`config.mk`:
```
export PLATFORM = sky130hd
export DESIGN_NAME = axis_extremum_tracker
export DESIGN_NICKNAME = d
export VERILOG_FILES = /design/src/rtl/axis_extremum_tracker.sv
export SDC_FILE = /design/constraint.sdc
export NUM_CORES = 1
export LEC_CHECK = 0
export ABC_AREA = 1
export CORE_ASPECT_RATIO = 0.8
export CORE_MARGIN = 2
export CORE_UTILIZATION = 60
export DETAILED_ROUTE_END_ITERATION = 8
export GPL_TIMING_DRIVEN = 0
export PLACE_DENSITY = 0.8
export SYNTH_ARGS = -nofsm -noshare
export SYNTH_HDL_FRONTEND = slang
export SYNTH_SLANG_ARGS = --single-unit
```
`constraint.sdc`:
```
create_clock -name aclk -period 6.3 [get_ports aclk]
set_input_delay 1.26 -clock aclk [delete_from_list [all_inputs] [get_ports aclk]]
set_output_delay 1.26 -clock aclk [all_outputs]
set_load 0.05 [all_outputs]
```
`src/rtl/axis_extremum_tracker.sv`:
```
// Per-channel windowed min/max tracker on an AXI-Stream input, producing shrunk hysteresis
// thresholds and a done pulse per window. Optional smoothing of outputs via EF_SMOOTH_EN.
module axis_extremum_tracker #(
  parameter int unsigned CHANNEL_WIDTH = 16,
  parameter int unsigned CHANNELS      = 2,
  parameter int unsigned COUNT_WIDTH   = 5
) (
  input  logic                              aclk,
  input  logic                              aresetn,
  input  logic                              EF_enable,
  input  logic [COUNT_WIDTH-1:0]            EF_log_count,
  input  logic [2:0]                        EF_shift,
`ifdef EF_SMOOTH_EN
  input  logic [2:0]                        EF_alpha,
`endif
  output logic [CHANNELS*CHANNEL_WIDTH-1:0] EF_lower_threshold,
  output logic [CHANNELS*CHANNEL_WIDTH-1:0] EF_upper_threshold,
  output logic                              EF_done,
  input  logic                              S_AXIS_tvalid,
  input  logic [CHANNELS*CHANNEL_WIDTH-1:0] S_AXIS_tdata,
  output logic                              S_AXIS_tready
);

  localparam int unsigned W = CHANNEL_WIDTH;
  localparam logic [W-1:0] PosMax = {1'b0, {(W-1){1'b1}}};
  localparam logic [W-1:0] NegMax = {1'b1, {(W-1){1'b0}}};

  typedef enum logic [1:0] {StIdle, StMeasure, StUpdate} state_e;

  state_e      state_q;
  logic [31:0] count_q;
  logic [4:0]  log_q;
  logic        done_q;
  logic [W-1:0] min_q   [CHANNELS];
  logic [W-1:0] max_q   [CHANNELS];
  logic [W-1:0] lower_q [CHANNELS];
  logic [W-1:0] upper_q [CHANNELS];
  logic [W-1:0] lower_new [CHANNELS];
  logic [W-1:0] upper_new [CHANNELS];
`ifdef EF_SMOOTH_EN
  logic        first_q;
`endif

  logic        beat;
  logic        last_beat;
  logic [31:0] log_ext;
  logic [4:0]  log_sat;

  assign S_AXIS_tready = (state_q == StMeasure) && EF_enable;
  assign beat          = S_AXIS_tvalid && S_AXIS_tready;
  assign last_beat     = (count_q == ((32'd1 << log_q) - 32'd1));
  assign log_ext       = 32'(EF_log_count);
  assign log_sat       = (log_ext > 32'd31) ? 5'd31 : log_ext[4:0];
  assign EF_done       = done_q;

  // c + ((ext - c) >>> sh) with c the window centre, all in W+1 bits.
  function automatic logic [W-1:0] shrink(input logic [W-1:0] mn, input logic [W-1:0] mx,
                                          input logic [W-1:0] ext, input logic [2:0] sh);
    logic signed [W:0] wmn, wmx, wex, c;
    wmn = {mn[W-1], mn};
    wmx = {mx[W-1], mx};
    wex = {ext[W-1], ext};
    c   = (wmn + wmx) >>> 1;
    return W'(c + ((wex - c) >>> sh));
  endfunction

`ifdef EF_SMOOTH_EN
  function automatic logic [W-1:0] blend(input logic [W-1:0] old, input logic [W-1:0] nw,
                                         input logic [2:0] alpha);
    logic signed [W:0] wo, wn;
    wo = {old[W-1], old};
    wn = {nw[W-1], nw};
    return W'(wo + ((wn - wo) >>> alpha));
  endfunction
`endif

  always_comb begin
    for (int ch = 0; ch < int'(CHANNELS); ch++) begin
      lower_new[ch] = shrink(min_q[ch], max_q[ch], min_q[ch], EF_shift);
      upper_new[ch] = shrink(min_q[ch], max_q[ch], max_q[ch], EF_shift);
`ifdef EF_SMOOTH_EN
      if (!first_q) begin
        lower_new[ch] = blend(lower_q[ch], lower_new[ch], EF_alpha);
        upper_new[ch] = blend(upper_q[ch], upper_new[ch], EF_alpha);
      end
`endif
      EF_lower_threshold[ch*W +: W] = lower_q[ch];
      EF_upper_threshold[ch*W +: W] = upper_q[ch];
    end
  end

  always_ff @(posedge aclk or negedge aresetn) begin
    if (!aresetn) begin
      state_q <= StIdle;
      count_q <= '0;
      log_q   <= '0;
      done_q  <= 1'b0;
`ifdef EF_SMOOTH_EN
      first_q <= 1'b1;
`endif
      for (int ch = 0; ch < int'(CHANNELS); ch++) begin
        min_q[ch]   <= PosMax;
        max_q[ch]   <= NegMax;
        lower_q[ch] <= PosMax;
        upper_q[ch] <= NegMax;
      end
    end else begin
      done_q <= 1'b0;
      if (!EF_enable) begin
        // Partial window is dropped; thresholds hold their last value.
        state_q <= StIdle;
        count_q <= '0;
`ifdef EF_SMOOTH_EN
        first_q <= 1'b1;
`endif
        for (int ch = 0; ch < int'(CHANNELS); ch++) begin
          min_q[ch] <= PosMax;
          max_q[ch] <= NegMax;
        end
      end else begin
        unique case (state_q)
          StIdle: begin
            count_q <= '0;
            log_q   <= log_sat;
            state_q <= StMeasure;
            for (int ch = 0; ch < int'(CHANNELS); ch++) begin
              min_q[ch] <= PosMax;
              max_q[ch] <= NegMax;
            end
          end
          StMeasure: begin
            if (beat) begin
              for (int ch = 0; ch < int'(CHANNELS); ch++) begin
                if ($signed(S_AXIS_tdata[ch*W +: W]) < $signed(min_q[ch])) begin
                  min_q[ch] <= S_AXIS_tdata[ch*W +: W];
                end
                if ($signed(S_AXIS_tdata[ch*W +: W]) > $signed(max_q[ch])) begin
                  max_q[ch] <= S_AXIS_tdata[ch*W +: W];
                end
              end
              count_q <= count_q + 32'd1;
              if (last_beat) state_q <= StUpdate;
            end
          end
          StUpdate: begin
            done_q  <= 1'b1;
            count_q <= '0;
            log_q   <= log_sat;
            state_q <= StMeasure;
`ifdef EF_SMOOTH_EN
            first_q <= 1'b0;
`endif
            for (int ch = 0; ch < int'(CHANNELS); ch++) begin
              lower_q[ch] <= lower_new[ch];
              upper_q[ch] <= upper_new[ch];
              min_q[ch]   <= PosMax;
              max_q[ch]   <= NegMax;
            end
          end
          default: state_q <= StIdle;
        endcase
      end
    end
  end

endmodule

```
==> run_results.csv, run 1 <==
group,metric,value,unit
synthesis,synth_top_family_by_area,"simple AND/OR/NAND/NOR gates",
timing,fmax,163,MHz
clock_network,path_clk_slew,0.07,ns
routing,vias_per_cell,6.03,
worst_hold_path,hold_class,"reg -> reg",
synthesis,synth_adder_area_share,0.137,
clock_network,clk_latency,0.47,ns
grt,grt-ovfl-total,0,
floorplanning,row_count,58,
timing,drv_slew,10,
synthesis,synthSimpleGateAreaFrac,0.321,
timing,fin_skew,0.0218,ns
synthesis,yosysSeqAreaShare,0.223,
grt,grt_max_degree,106,
synthesis,ys_warn_count,0,
routing,route.vias.total,21000,
finish,postLayoutCellArea,22000,um2
finish,final_util,0.697,
timing,hold_violations,0,
grt,antenna_found_initial,0,
synthesis,synth_compound_area_frac,0.161,
finish,layout.nets,3302,
synthesis,synth_edf_count,0,
floorplanning,dieArea,33400,um2
routing,wl,66500,um
clock_network,cts_buffer_depth,2,
timing,finalSetupViolCount,0,
power,peakVddDrop,181,uV
clock_network,cts_sinks,168,
timing,timing.final.crit_period,6.12,ns
floorplanning,io_pins,110,
power,power.density,373,nW/um2
grt,grt_pass1_wl,103000,um
clock_network,cts_buffers,17,
status,status,"finished with violations",
worst_setup_path,cp_data_arrival_time,6.51,ns
synthesis,synth_top_cell_area_share,0.149,
routing,wl_per_cell,19.1,um
worst_setup_path,cp_data_required_time,6.69,ns
synthesis,synth.mux.area_fraction,0.00939,
timing,finalSetupTns,0,ns
finish,drive_above_1_share,0.104,
placement,place_area,20800,um2
synthesis,postSynthAreaPerCell,6.59,um2
clock_network,cts_tree,"done",
timing,rsz0062_at_grt,"true",
routing,dr.pass1.iters,8,
grt,grt_pass1_vias,19200,
flow_run,maxCapViolCount,1,
synthesis,synth_top_area_cell,"nand2_1",
synthesis,syn_inst,2912,
worst_setup_path,startpoint_type,"flip-flop",
synthesis,yosys-top-cells-count,"764 x nand2_1, 399 x inv_1, 250 x o21ai_0",
finish,n_antenna_cell,0,
worst_setup_path,critical_path.endpoint_type,"flip-flop",
routing,drc,0,
clock_network,cts_hold_buf,0,
status,violations,"capacitance limit, slew limit",
synthesis,ys_top_cells_by_area,"nand2_1 15%, dfrtp_1 14%, ha_1 13%, dfstp_2 8.8%, inv_1 7.8%",
placement,io_buffers,108,
worst_setup_path,crit_fanout,5,
synthesis,ys.flop_type,"dfrtp_1",
power,p_leak,11.1,nW
routing,ant_nets,0,
synthesis,syn_area,19200,um2
clock_network,h-tree-depth,4,
floorplanning,start_util,0.609,
placement,finalWeightedCongestion,1.01,
finish,area_growth,14.4,%
synthesis,synthArstFlopShare,1.00,
placement,dp_hpwl,53200,um
timing,relSlewSlack,-0.0562,
timing,fin_ws,0.181,ns
synthesis,synthXorXnorAreaFrac,0.0528,
grt,gr-usage-all-layers,0.392,
clock_network,root_buffer,"clkbuf_16",
synthesis,yosysUniqueCellTypes,61,
routing,drt_iter0_drc,2594,
worst_setup_path,slowest_stage,"dfstp_2",
worst_setup_path,path_common_cell,"nand2_1",
worst_setup_path,critPathKind,"reg -> reg",
timing,timing.final.crit_share,0.971,
synthesis,syn_nets,3160,
floorplanning,die_w,204,um
worst_setup_path,cp_slowest_stage_delay,0.57,ns
power,p_total,8.18,mW
synthesis,synth_seq_cells,168,
placement,pre_cts_ws,-0.457,ns
floorplanning,core-area,31500,um2
timing,tightest_slew,1.58,ns
floorplanning,die_h,164,um
synthesis,yosysMostFrequentCell,"nand2_1",
[critical path: cells and delay by family (launching register included)]
family,cells,cell delay [ns]
AO/OA/AOI/OAI,7,1.30
XOR/XNOR,2,0.26
adder cells (fa/ha/maj),3,1.12
buffers and inverters,5,0.42
flip-flops,1,0.57
multiplexers,1,0.19
AND/OR/NAND/NOR,22,2.18
[cells by family after synthesis]
logic type / after synthesis
adders and majority gates: 204
muxes: 18
and+or+nand+nor: 1381
DFF: 168
buffers and inverters: 481
AOI/OAI and AO/OA: 546
xor gates and xnor gates: 114
[flip-flops by register name, summed over array words and instances, names as in the netlist]
register,cells
EF_done,1
log_q,5
state_q,2
count_q,32
EF_upper_threshold,32
min_q,32
max_q,32
EF_lower_threshold,32
[cells in the final DEF, fill, tap and decap left out, types with 64 or more instances in the layout]
master           instances
a21oi_1                141
xor2_1                  69
dfrtp_1                104
nand2_1                759
nor2_1                 163
dfstp_2                 64
inv_1                  399
nand3_1                243
o21ai_0                228
clkdlybuf4s50_1        107
ha_1                   188
[power breakdown]
part | total (mW) | leakage [nW] | internal (mW) | switching (mW)
logic | 5.79 | 8.74 | 1.97 | 3.82
registers | 1.23 | 2.07 | 1.17 | 0.0678
clock network | 1.16 | 0.299 | 0.643 | 0.517
total | 8.18 | 11.1 | 3.78 | 4.40
[path summary, 6_finish.rpt]
check / from / to / slack (ns) / depth (start not counted)
setup / recovery: min_q[17] / EF_lower_threshold[14] / 0.18 / 40
hold / removal: EF_upper_threshold[31] / EF_upper_threshold[31] / 0.47 / 2
setup reg to reg: min_q[17] / EF_lower_threshold[14] / 0.18 / 40
hold reg to reg: EF_upper_threshold[31] / EF_upper_threshold[31] / 0.47 / 2
max in group asynchronous: aresetn / state_q[1] / 4.66 / 2
min in group asynchronous: aresetn / max_q[30] / 0.70 / 1
[layout make-up]
cell class	instances	area (um2)
Multi-Input combinational cell	2263	13500
Fill cell	2703	9540
Sequential cell	168	4280
Inverter	410	1540
Timing Repair Buffer	123	1220
Tap cell	420	526
Clock buffer	20	447
Buffer	71	312
Clock inverter	12	165
[layer usage]
metal,share of wire,up-vias,track usage
met2,0.43,1152,0.609
met4,0.020,0,0.0972
li1,-,9946,-
met1,0.44,9806,0.568
met3,0.11,121,0.0669
met5,0,-,0
[metrics by stage]
step / hold slack [ns] / std cells
CTS: 0.470 / 3474
global placement: 0.456 / 3440
global route: 0.487 / 3487
detailed placement: 0.458 / 3441
floorplan: 0.474 / 2912
finish: 0.468 / 3487
[timing repair]
| item | CTS | global route |
|---|---|---|
| endpoints found under the setup margin | 24 | 31 |
| gates cloned | 0 | 0 |
| resized for setup | 26 | 69 |
| hold endpoints to repair | 0 | 0 |
| pin swaps | 2 | 14 |
| setup buffers | 1 | 13 |
Note: power is estimated with default switching activity, not from simulation.
==> run 2, diff against run 1 <==
Settings changed: GPL_TIMING_DRIVEN 0 to not set.
==> run_results.csv, run 2 (synthesized netlist as in run 1, its figures left out) <==
group,metric,value,unit
status,status,"complete, no violations",
finish,final_common_cell,"nand2_1",
timing,timing.final.crit_period,5.90,ns
clock_network,path_clk_slew,0.07,ns
floorplanning,row_count,58,
routing,ant_nets,0,
clock_network,cts_tree,"done",
clock_network,h-tree-depth,4,
clock_network,root_buffer,"clkbuf_16",
timing,fmax,169,MHz
worst_setup_path,rr_startpoint,"min_q[17]",
placement,finalWeightedCongestion,0.999,
timing,timing.final.crit_share,0.937,
grt,gr-usage-all-layers,0.351,
finish,finalNonFillerCells,3433,
worst_setup_path,path_common_cell,"nand3_1",
timing,relSlewSlack,0.273,
routing,wl,58400,um
worst_setup_path,cp_slowest_stage_delay,0.59,ns
floorplanning,start_util,0.609,
worst_hold_path,min-delay-start,"EF_lower_threshold[29]",
clock_network,clk_latency,0.45,ns
power,power.density,365,nW/um2
power,peakVddDrop,240,uV
grt,grt_pass1_wl,93400,um
worst_setup_path,cp_data_required_time,6.63,ns
worst_setup_path,path_delay_family,"simple AND/OR/NAND/NOR gates",
routing,drt_iter0_drc,2180,
placement,dp_hpwl,47000,um
routing,drc,0,
grt,grt_max_degree,83,
worst_setup_path,worstSetupStartpoint,"min_q[17]",
worst_setup_path,critical_path.endpoint_type,"flip-flop",
floorplanning,core-area,31500,um2
finish,n_antenna_cell,0,
timing,hold_ws,0.467,ns
finish,mostFrequentLayoutCells,"762 x nand2_1, 397 x inv_1, 244 x nand3_1",
timing,hold_violations,0,
grt,grt-ovfl-total,0,
worst_hold_path,hold_class,"reg -> reg",
worst_setup_path,critPathKind,"reg -> reg",
finish,drive_above_1_share,0.0996,
timing,tightest_slew,1.09,ns
finish,final_util,0.683,
clock_network,cts_sinks,168,
floorplanning,io_pins,110,
floorplanning,die_h,164,um
worst_setup_path,cp_data_arrival_time,6.24,ns
clock_network,cts_buffers,17,
worst_setup_path,crit_fanout,6,
placement,io_buffers,109,
floorplanning,dieArea,33400,um2
timing,rsz0062_at_grt,"true",
floorplanning,die_w,204,um
placement,place_inst,3395,
routing,wl_per_cell,17.0,um
worst_setup_path,startpoint_type,"flip-flop",
routing,vias_per_cell,5.82,
grt,grt_pass1_vias,17900,
timing,finalSetupViolCount,0,
grt,antenna_found_initial,0,
power,p_leak,11.0,nW
flow_run,maxCapViolCount,0,
worst_setup_path,slowest_stage,"dfstp_2",
timing,fin_skew,0.0148,ns
routing,route.vias.total,20000,
worst_setup_path,path_buf_inv,4,
timing,drv_slew,0,
finish,area_growth,12.0,%
finish,layout.nets,3248,
clock_network,cts_buffer_depth,2,
routing,dr.pass1.iters,8,
## run 2: cell types whose count changed in the layout (fill, tap and decap cells not counted), moves of 3 or more
cell,delta
xor2_4,-7
xor2_1,+8
nand2_1,+3
buf_1,-11
buf_2,-8
clkbuf_8,-3
clkbuf_1,-45
buf_4,+16
ha_1,+3
o21ai_0,+4
inv_6,+3
## run 2: worst paths after layout
| path | slack, ns | to | depth (start not counted) |
|---|---|---|---|
| max | 0.40 | EF_upper_threshold[12] | 36 |
| min | 0.47 | EF_lower_threshold[29] | 2 |
| max reg2reg | 0.40 | EF_upper_threshold[12] | 36 |
| min reg2reg | 0.47 | EF_lower_threshold[29] | 2 |
| max in group asynchronous | 4.37 | EF_upper_threshold[2] | 2 |
| min in group asynchronous | 0.74 | min_q[31] | 1 |
## run 2: what timing repair did
action / in CTS / in global routing
setup endpoints to repair: 0 / 32
hold buffers: 0 / 0
buffers inserted: 0 / 6
gates resized for setup: 0 / 54
## run 2: through the flow
step	total power, mW	TNS [ns]	cell area [um2]	setup WS (ns)
5_1_grt	8.52	-0.201	21500	-0.0564
2_1_floorplan	5.15	0	19200	0.880
6_report	7.84	0	21500	0.395
4_1_cts	7.57	0	21300	0.0849
3_5_place_dp	6.42	0	20700	0.106
3_3_place_gp	6.33	0	20700	0.298
## run 2: where the power goes
part	internal (mW)	switching, mW
Sequential	1.17	0.0820
Combinational	1.91	3.57
Clock	0.596	0.512
Total	3.68	4.17
## run 2: layer usage
layer,vias to the layer above,wire length [um],share of wire,GRT usage
li1,9831,-,-,-
met1,9233,28000,0.48,0.530
met2,831,23800,0.41,0.511
met3,79,5360,0.092,0.0647
met4,0,1170,0.020,0.0883
met5,-,0,0,0
## run 2: worst min-delay path: stages, from the launching register on
cell	delay, ns
dfstp_2	0.37
nand2_1	0.05
nand2_1	0.04
## run 2: cell type report
| class | count | area [um2] |
|---|---|---|
| multi-input cells | 2263 | 13200 |
| repair buffers | 140 | 1320 |
| flip-flops and latches | 168 | 4280 |
| fillers | 2737 | 10000 |
| well taps | 420 | 526 |
| clock inverters | 13 | 160 |
| clock buffers | 19 | 433 |
| inverters | 410 | 1540 |
==> edit (flow settings as in run 1) <==
Set the parameter `COUNT_WIDTH` to 10 (it was 5).
--- a/src/rtl/axis_extremum_tracker.sv
+++ b/src/rtl/axis_extremum_tracker.sv
@@ -3,7 +3,7 @@
 module axis_extremum_tracker #(
   parameter int unsigned CHANNEL_WIDTH = 16,
   parameter int unsigned CHANNELS      = 2,
-  parameter int unsigned COUNT_WIDTH   = 5
+  parameter int unsigned COUNT_WIDTH   = 10
 ) (
   input  logic                              aclk,
   input  logic                              aresetn,
Ports: changed (resized EF_log_count); port bits go from 110 to 115. No check against the original RTL was run, so the function may have changed too.
==> edit against run 1 <==
- synthesized cell count up 1.1%
- first-iteration DRC count up 0.27%
- combinational power up 16%
- routed wire length up 0.48%
- setup slack better by 0.018 ns
- final cell count up 1.3%
- highest routed layer unchanged
- sequential power up 4%
- power up 12%
- via count up 2.3%
- cell area up 0.38%
- sequential cell count unchanged
- area after synthesis up 0.20%
==> edit: results (changes against run 1) <==
[final_layout]
n_all_inverters = 400  ; -2.4%
nFillCells = 2639  ; -2.4%
nMultiInputCombCells = 2301  ; +1.7%
instances_no_fill = 3533  ; +1.3%
buf_share = 0.0739  ; +0.00417
seq_share = 0.194  ; -0.000731
seq_cell_count = 168  ; unchanged
n_clock_buffer = 19  ; -5.0%
clk_share = 0.0271  ; -0.000786

[min_path]
hold_end = EF_lower_threshold[14]
worstHoldStart = EF_lower_threshold[14]

[global_routing]
antenna_found_initial = 1  ; +1
grt_use_total = 0.392  ; about the same

[placed_design]
dpl_cell_area_sq_um = 20900  ; +0.38%
gp_congestion = 0.983  ; -2.4%
place_ws_ns = -0.294  ; +0.163 ns
dpl.hpwl_mm = 53.0  ; -0.31%

[power]
ir_drop_v = 0.000216  ; +19%

[yosys]
synth-compound-area-share = 0.157  ; -0.00332
synthTopCellsByArea = nand2_1 (15%), dfrtp_1 (14%), ha_1 (13%), dfstp_2 (8.7%), nand3_1 (7.5%)
synthTopCellsByCount = nand2_1 (767), inv_1 (382), nand3_1 (287)
ys_seq_area_frac = 0.223  ; -0.000450
synth_fa_ha_area_frac = 0.137  ; -0.000276
syn-num-nets = 3196  ; +1.1%

[sta]
whs_ns = 0.474  ; +0.00603 ns
worst_pin_slew_ns = 0.931  ; -0.648 ns

[drt]
vias = 21500  ; +2.3%
routed_wl_mm = 66.8  ; +0.48%
first_pass_iters = 7  ; -1

[worst_setup_path]
r2r_start = min_q[2]
r2r_cells = 28  ; -30%

[status]
status = finished clean

## edit: timing repair
| item | CTS | global route |
|---|---|---|
| hold buffers | 0 | 0 |
| setup endpoints to repair | 15 | 35 |
| setup buffers | 3 | 22 |
| resized for setup | 14 | 71 |
| pin swaps | 1 | 18 |
## edit: metal layers
layer | global-route usage | vias up | part of all wire
met2 | 0.616 | 1240 | 0.43
met5 | 0 | - | 0
met4 | 0.106 | 0 | 0.026
met3 | 0.0726 | 162 | 0.11
met1 | 0.552 | 10000 | 0.43
li1 | - | 10100 | -
## edit: worst max-delay path: cells and delay by family, from the launching register on
kind	cells	cell delay (ns)
multiplexers	1	0.18
flip-flops	1	0.57
AO/OA/AOI/OAI	7	1.82
XOR/XNOR	2	0.52
buffers and inverters	3	0.23
AND/OR/NAND/NOR	11	1.29
adder cells (fa/ha/maj)	4	1.36
## edit: power breakdown
group          switching, mW  internal, mW
Clock                  0.538         0.607
Combinational           4.39          2.32
Sequential            0.0857          1.20
Total                   5.02          4.12
